## src/rtl/uart_rx.sv

```systemverilog
// 8N1 UART receiver with 16x oversampling, mid-bit sampling, glitch rejection on the
// start bit and a BREAK state that swallows a held-low line after a framing error.
module uart_rx #(
    parameter int CLK_HZ = 100_000_000,
    parameter int BAUD   = 9600
) (
    input  logic       clk,
    input  logic       reset,
    input  logic       i_rxd,
    output logic [7:0] o_data,
    output logic       o_valid,
    output logic       o_frame_err,
    output logic       o_busy
);

    localparam int DIV   = CLK_HZ / (BAUD * 16);
    localparam int DIV_W = (DIV > 1) ? $clog2(DIV) : 1;

    typedef enum logic [2:0] {IDLE, START, DATA, STOP, BREAK} state_t;

    state_t           state;
    state_t           state_nxt;
    logic             rxd_meta;
    logic             rxd_s;
    logic [1:0]       sync_fill;
    logic             armed;
    logic [DIV_W-1:0] div_cnt;
    logic             tick;
    logic [3:0]       tick_cnt;
    logic [2:0]       bit_idx;
    logic [7:0]       shift;
    logic             sample_bit;
    logic             frame_ok;
    logic             frame_bad;

    // Synchronizer. The reset value of the flops is not a real line level, so a
    // start is only accepted once the line itself has been seen high after reset.
    always_ff @(posedge clk) begin
        if (reset) begin
            rxd_meta  <= 1'b1;
            rxd_s     <= 1'b1;
            sync_fill <= 2'b00;
            armed     <= 1'b0;
        end else begin
            rxd_meta  <= i_rxd;
            rxd_s     <= rxd_meta;
            sync_fill <= {sync_fill[0], 1'b1};
            if (sync_fill[1] && rxd_s)
                armed <= 1'b1;
        end
    end

    assign tick = (div_cnt == DIV_W'(DIV - 1));

    always_ff @(posedge clk) begin
        if (reset)
            div_cnt <= '0;
        else if (tick)
            div_cnt <= '0;
        else
            div_cnt <= div_cnt + 1'b1;
    end

    always_ff @(posedge clk) begin
        if (reset)
            state <= IDLE;
        else
            state <= state_nxt;
    end

    always_comb begin
        state_nxt  = state;
        sample_bit = 1'b0;
        frame_ok   = 1'b0;
        frame_bad  = 1'b0;
        case (state)
            IDLE: begin
                if (armed && !rxd_s)
                    state_nxt = START;
            end
            START: begin
                if (tick && tick_cnt == 4'd6)
                    state_nxt = rxd_s ? IDLE : DATA;
            end
            DATA: begin
                if (tick && tick_cnt == 4'd15) begin
                    sample_bit = 1'b1;
                    if (bit_idx == 3'd7)
                        state_nxt = STOP;
                end
            end
            STOP: begin
                if (tick && tick_cnt == 4'd15) begin
                    if (rxd_s) begin
                        frame_ok  = 1'b1;
                        state_nxt = IDLE;
                    end else begin
                        frame_bad = 1'b1;
                        state_nxt = BREAK;
                    end
                end
            end
            BREAK: begin
                if (rxd_s)
                    state_nxt = IDLE;
            end
            default: state_nxt = IDLE;
        endcase
    end

    // Tick and bit counters restart on every state change.
    always_ff @(posedge clk) begin
        if (reset) begin
            tick_cnt <= '0;
            bit_idx  <= '0;
            shift    <= '0;
        end else begin
            if (state_nxt != state) begin
                tick_cnt <= '0;
                bit_idx  <= '0;
            end else if (tick) begin
                tick_cnt <= tick_cnt + 4'd1;
                if (sample_bit)
                    bit_idx <= bit_idx + 3'd1;
            end
            if (sample_bit)
                shift[bit_idx] <= rxd_s;
        end
    end

    always_ff @(posedge clk) begin
        if (reset) begin
            o_data      <= 8'h00;
            o_valid     <= 1'b0;
            o_frame_err <= 1'b0;
        end else begin
            o_valid     <= frame_ok;
            o_frame_err <= frame_bad;
            if (frame_ok)
                o_data <= shift;
        end
    end

    assign o_busy = (state != IDLE);

endmodule

```

## config.mk

```make
export PLATFORM = sky130hd
export DESIGN_NAME = uart_rx
export DESIGN_NICKNAME = d
export VERILOG_FILES = /design/src/rtl/uart_rx.sv
export SDC_FILE = /design/constraint.sdc
export NUM_CORES = 1
export LEC_CHECK = 0
export ABC_CLOCK_PERIOD_IN_PS = 2800
export CAP_MARGIN = 20
export CELL_PAD_IN_SITES_DETAIL_PLACEMENT = 1
export CELL_PAD_IN_SITES_GLOBAL_PLACEMENT = 2
export CORE_MARGIN = 1.5
export CORE_UTILIZATION = 35
export CTS_CLUSTER_DIAMETER = 30
export DETAILED_ROUTE_END_ITERATION = 7
export GPL_TIMING_DRIVEN = 0
export PLACE_DENSITY_LB_ADDON = 0.1
export SETUP_SLACK_MARGIN = 0.15
export SLEW_MARGIN = 15
export SYNTH_ARGS = -nofsm -noshare
export SYNTH_HDL_FRONTEND = slang
export SYNTH_SLANG_ARGS = --single-unit
```

## constraint.sdc

```tcl
create_clock -name clk -period 2.8 [get_ports clk]
set_input_delay 0.56 -clock clk [delete_from_list [all_inputs] [get_ports clk]]
set_output_delay 0.56 -clock clk [all_outputs]
set_load 0.005 [all_outputs]
```

Word level (Yosys, flattened, before mapping)
Index checks and enable logic that the tools add are counted.

word-level totals
  flip-flop bits (word level) = 43
  input bits = 3
  output and inout bits = 11
  word-level logic and storage cells = 60

cells by class
  add/subtract/negate cells = 3
  $lt $le $gt $ge = 2
  equality and inequality tests = 9
  muxes and demuxes = 19
  bitwise logic cells = 2
  reduce and logical (&&, ||, !) cells = 12

operators with widths
  operator                                              count
  two-way mux 3 bit                                     7
  one-hot mux 3 bit (5 select lines)                    1
  adder 10 x 1 -> 10 bit (second input constant)        1
  equality test 10 bit (second input constant)          1
  bitwise mux 8 bit                                     1
  two-way mux 1 bit                                     8
  equality test 3 x 2 -> 1 bit (second input constant)  2
  equality test 3 bit (second input constant)           2
  logical AND 1 bit                                     5
  adder 4 x 1 -> 4 bit (second input constant)          1
  equality test 4 x 3 -> 1 bit (second input constant)  1
  equality test 4 bit (second input constant)           1
  < comparator 3 x 4 -> 1 bit (second input constant)   1
  OR reduction 2 bit                                    2
  adder 3 x 1 -> 3 bit (second input constant)          1
  demux 1 bit (select 3 bit)                            1
  equality test 3 x 1 -> 1 bit (second input constant)  1
  >= comparator 3 x 1 -> 1 bit (second input constant)  1
  logical NOT 3 bit                                     1
  inequality test 3 bit                                 1
  nonzero test 3 bit                                    1
  OR reduction 3 bit                                    1
  two-way mux 2 bit                                     1
  inverter 1 bit                                        2
  2 further kinds                                       2

Logic depth before layout (Yosys ltp)
  word-level depth = 6
  depth in mapped cells = 8

Worst setup path after synthesis
Ideal clock, no wire load.

  path kind = reg2reg
  start point = register div_cnt[5]
  end point = register bit_idx[1]
  arrival = 1.774 ns
  data required time = 2.674 ns
  setup slack = 0.900 ns
  cell stages (with the launch flop) = 6
  buffers on the path = 0
  period minus slack after synthesis = 1.900 ns
  cell sequence = dfxtp_1 or4b_4 nor4_4 a31oi_1 o2bb2ai_4 nor3_1

between the ends
  longest elaborated chain between the ends = 6

RTL lines
  item                                  line        source
  start, declared                       27          logic [DIV_W-1:0] div_cnt;
  start signal, assigned                61          div_cnt <= div_cnt + 1'b1;
  equality test 10 bit *                53          assign tick = (div_cnt == DIV_W'(DIV - 1));
  logical AND 1 bit (on tied branches)  86, 93, 82
  two-way mux 3 bit (on tied branches)  93, 82, 86
  one-hot mux 3 bit (5 select lines)    76          case (state)
  inequality test 3 bit                 118         if (state_nxt != state) begin
  OR reduction 2 bit (no source line)   -
  end signal, assigned                  124         bit_idx <= bit_idx + 3'd1;
  end, declared                         30          logic [2:0] bit_idx;

Every way passes the cells marked *; elsewhere a longest branch is shown, timed or not.
A chain may end at the register's enable or synchronous reset.

Final worst setup path
  start point = register div_cnt[5]
  end point = register o_data[7]

between the ends
  longest elaborated chain between the ends = 4

RTL lines
  item                  line  source
  equality test 10 bit  53
  logical AND 1 bit     93    if (tick && tick_cnt == 4'd15) begin
  two-way mux 1 bit     93
  two-way mux 1 bit     76
  end signal, assigned  140   o_data <= shift;
  end, declared         10    output logic [7:0] o_data,

No other way between the ends.

==> reports/metrics.csv <==
stage;metric;value;unit
clock_network;worstSkewPairLatency;0.30;ns
global_route;grt_pass1_vias;1688;
critical_path;cpPeakStageDelay;0.59;ns
critical_path;start_kind;flop;
logic_synthesis;synth-main-ff-cell;dfxtp_1;
timing;tns;0;ns
timing;worst_pin_slew;0.530;ns
drt;wl;4.43;mm
logic_synthesis;synth_cell_type_count;40;
global_route;use_met1;17.2;%
timing;slew_viol_final;0;
critical_path;ff2ff_path_depth;5;
drt;drt_first_iter_violations;25;
global_route;grt_use_met2;31.9;%
critical_path;crit_required;2.97;ns
finish;drive_gt1_share;11.8;%
logic_synthesis;yosysWarnings;0;
timing;hold_viol_final;0;
min_path;worstHoldPathType;reg -> reg;
drt;routedWlPerCell;14.3;µm
place;place.gp.congestion;0.767;
drt;drc;0;
min_path;min_path_cells;1;
pwr;p_total;1.19;mW
die;die_h;78.3;µm
timing;finalSetupViolations;0;
place;dpl.cell_count;301;
finish;areaGrowthSynthToFinish;16.3;%
global_route;grt_pass1_wl;7.82;mm
pwr;p_int;0.915;mW
critical_path;critPathTopFamily;simple AND/OR/NAND/NOR gates;
logic_synthesis;ys_top_cells_by_area;dfxtp_1, nand2_1, nor2_1, mux2i_1, ha_1;
critical_path;end_kind;flop;
clock_network;clk_pin_slew_worst_paths;0.09;ns
timing;rsz0062_at_grt;no;
place;dp_hpwl;3.28;mm
pwr;power_frac_comb;5.8;%
timing;timing.final.crit_share;81.3;%
global_route;grt.overflow.total;0;
drt;viasPerCell;5.03;
die;core;5470;µm²
drt;antenna_left;0;
logic_synthesis;seq_area_frac_synth;43.4;%
pwr;powerDensity;515;nW/µm²
pwr;seqPwrFrac;52.8;%
clock_network;cts_buffers;5;
clock_network;ctsHoldBuffers;0;
timing;min_period;2.28;ns
logic_synthesis;synth_edf_count;0;
place;port_buffers;12;
die;die-area;6130;µm²
die;ios;14;
finish;fill_cells;656;
logic_synthesis;syn-num-nets;226;
global_route;top_usage_layer;met2;
timing;fmax;0.439;GHz
critical_path;cpMaxStageDelayCell;or4b_4;
global_route;grt_max_degree;15;
global_route;track_usage;16.3;%
die;std_cell_rows;27;
finish;antenna_cells;0;
clock_network;clock-sinks;43;
logic_synthesis;synth_area_per_cell;9.14;µm²
timing;maxSlewHeadroom;64.7;%
finish;final_util;42.1;%
global_route;gr-usage-met3;3.95;%
logic_synthesis;async_reset_ff_share;0;%
place;pre_cts_ws;0.511;ns
logic_synthesis;synth_top_cell_area_share;43.4;%
die;die_x;78.3;µm
clock_network;htreeDepth;2;
clock_network;postCtsSetupBuffers;0;
clock_network;postCtsResizedCells;0;
finish;final_common_cell;dfxtp_1;
critical_path;path_cells;or4b_4 > nor4_4 > nand3_1 > nand2_1 > a21oi_2;
logic_synthesis;yosysTopAreaCell;dfxtp_1;
timing;fin_skew;0.00567;ns
critical_path;critPathMaxFanout;8;
die;initial_utilization;36.2;%
drt;via_count;1553;
critical_path;path_depth;5;
timing;layout_setup_ws;0.524;ns
pwr;p_leak;0.880;nW
critical_path;worstPathArrival;2.44;ns
pwr;swShare;23.0;%
pwr;power.switching;0.273;mW
finish;fin_cells;309;
finish;finalNetCount;245;
critical_path;path_class;reg -> reg;
drt;first_pass_iters;4;
clock_network;cts_tree;built;
clock_network;cts_buffer_depth;2;
clock_network;cts_root_buf;clkbuf_8;
logic_synthesis;synth_area;1980;µm²
finish;layout_common_cells;dfxtp_1, nand2_1, nor2_1;
job;max_cap_viol_count;0;
global_route;antenna_found_initial;0;
critical_path;crit_buf_inv;0;
pwr;max-vdd-ir-drop;0.221;mV
logic_synthesis;synthCells;217;
pwr;clkPwrFrac;41.4;%
logic_synthesis;ys_seq_elements;43;
outcome;status;completed;
[cell families (layout without fill, tap and decap cells)]
logic type      Yosys count  count (layout)  share of synthesized area [%]
flops                    43              43                           43.4
buf+inv                  15              35                           5.99
simple gates            106             106                           27.7
mux                       8               8                           4.04
xor+xnor                 11              11                           4.86
compound gates           28              28                           10.2
fa+ha+maj                 6               6                           3.79
[cell type report]
cell class              instances  area, µm²  share of cell area [%]
plain buffers                  11        104                    4.50
clock buffers                   5       68.8                    2.98
clock inverters                 3       43.8                    1.90
inverters                       4       15.0                   0.651
multi-input cells             159       1000                    43.5
flip-flops and latches         43        861                    37.3
well taps                      72       90.1                    3.91
repair buffers                 12        120                    5.21
[power groups by stage]
stage	clock (mW)	combinational (mW)	sequential, mW
3_3_place_gp	0	0.0673	0.641
3_5_place_dp	0	0.0700	0.642
4_1_cts	0.507	0.0702	0.628
5_1_grt	0.531	0.0760	0.630
2_1_floorplan	0	0.0508	0.640
6_report	0.491	0.0691	0.628
[flip-flops by register name (all words and copies together), names as in the netlist, 2 cells and up]
register	count
div_cnt	10
state	3
o_data	8
shift	8
bit_idx	3
sync_fill	2
tick_cnt	4
[synthesized netlist by cell type, drive strengths merged, types with 2 or more instances]
cell type / instances
nor2b: 4
o21a: 2
a21oi: 13
o31ai: 2
xor2: 4
nand4b: 3
or2: 2
and2: 2
a31oi: 2
nand4: 5
dfxtp: 43
buf: 4
nand3: 11
mux2i: 8
nand2: 29
and3: 4
inv: 4
xnor2: 7
o21ai: 4
and3b: 2
or2b: 2
nor3: 9
clkbuf: 6
a211oi: 2
nor2: 28
ha: 6
[worst register-to-register path, stage by stage (launching register included)]
cell     delay, ns
dfxtp_1       0.35
or4b_4        0.59
nor4_4        0.52
nand3_1       0.42
nand2_1       0.20
a21oi_2       0.06
[through the flow]
step	area (µm²)	hold WS, ns
6_report	2310	0.423
5_1_grt	2310	0.446
4_1_cts	2310	0.426
3_5_place_dp	2190	0.404
3_3_place_gp	2190	0.393
2_1_floorplan	1980	0.389
[layer usage]
metal	vias up	wire [µm]	share of wire (%)
met5	-	0	0
met4	0	46	1.0
met3	5	109	2.5
met2	18	2420	55
met1	752	1850	42
li1	778	-	-
[worst paths after layout]
path / end / slack [ns] / from
hold / removal: rxd_s / 0.42 / rxd_meta
setup reg to reg: o_data[7] / 0.52 / div_cnt[5]
hold reg to reg: rxd_s / 0.42 / rxd_meta
setup / recovery: o_data[7] / 0.52 / div_cnt[5]
Note: power is estimated with default switching activity, not from simulation.
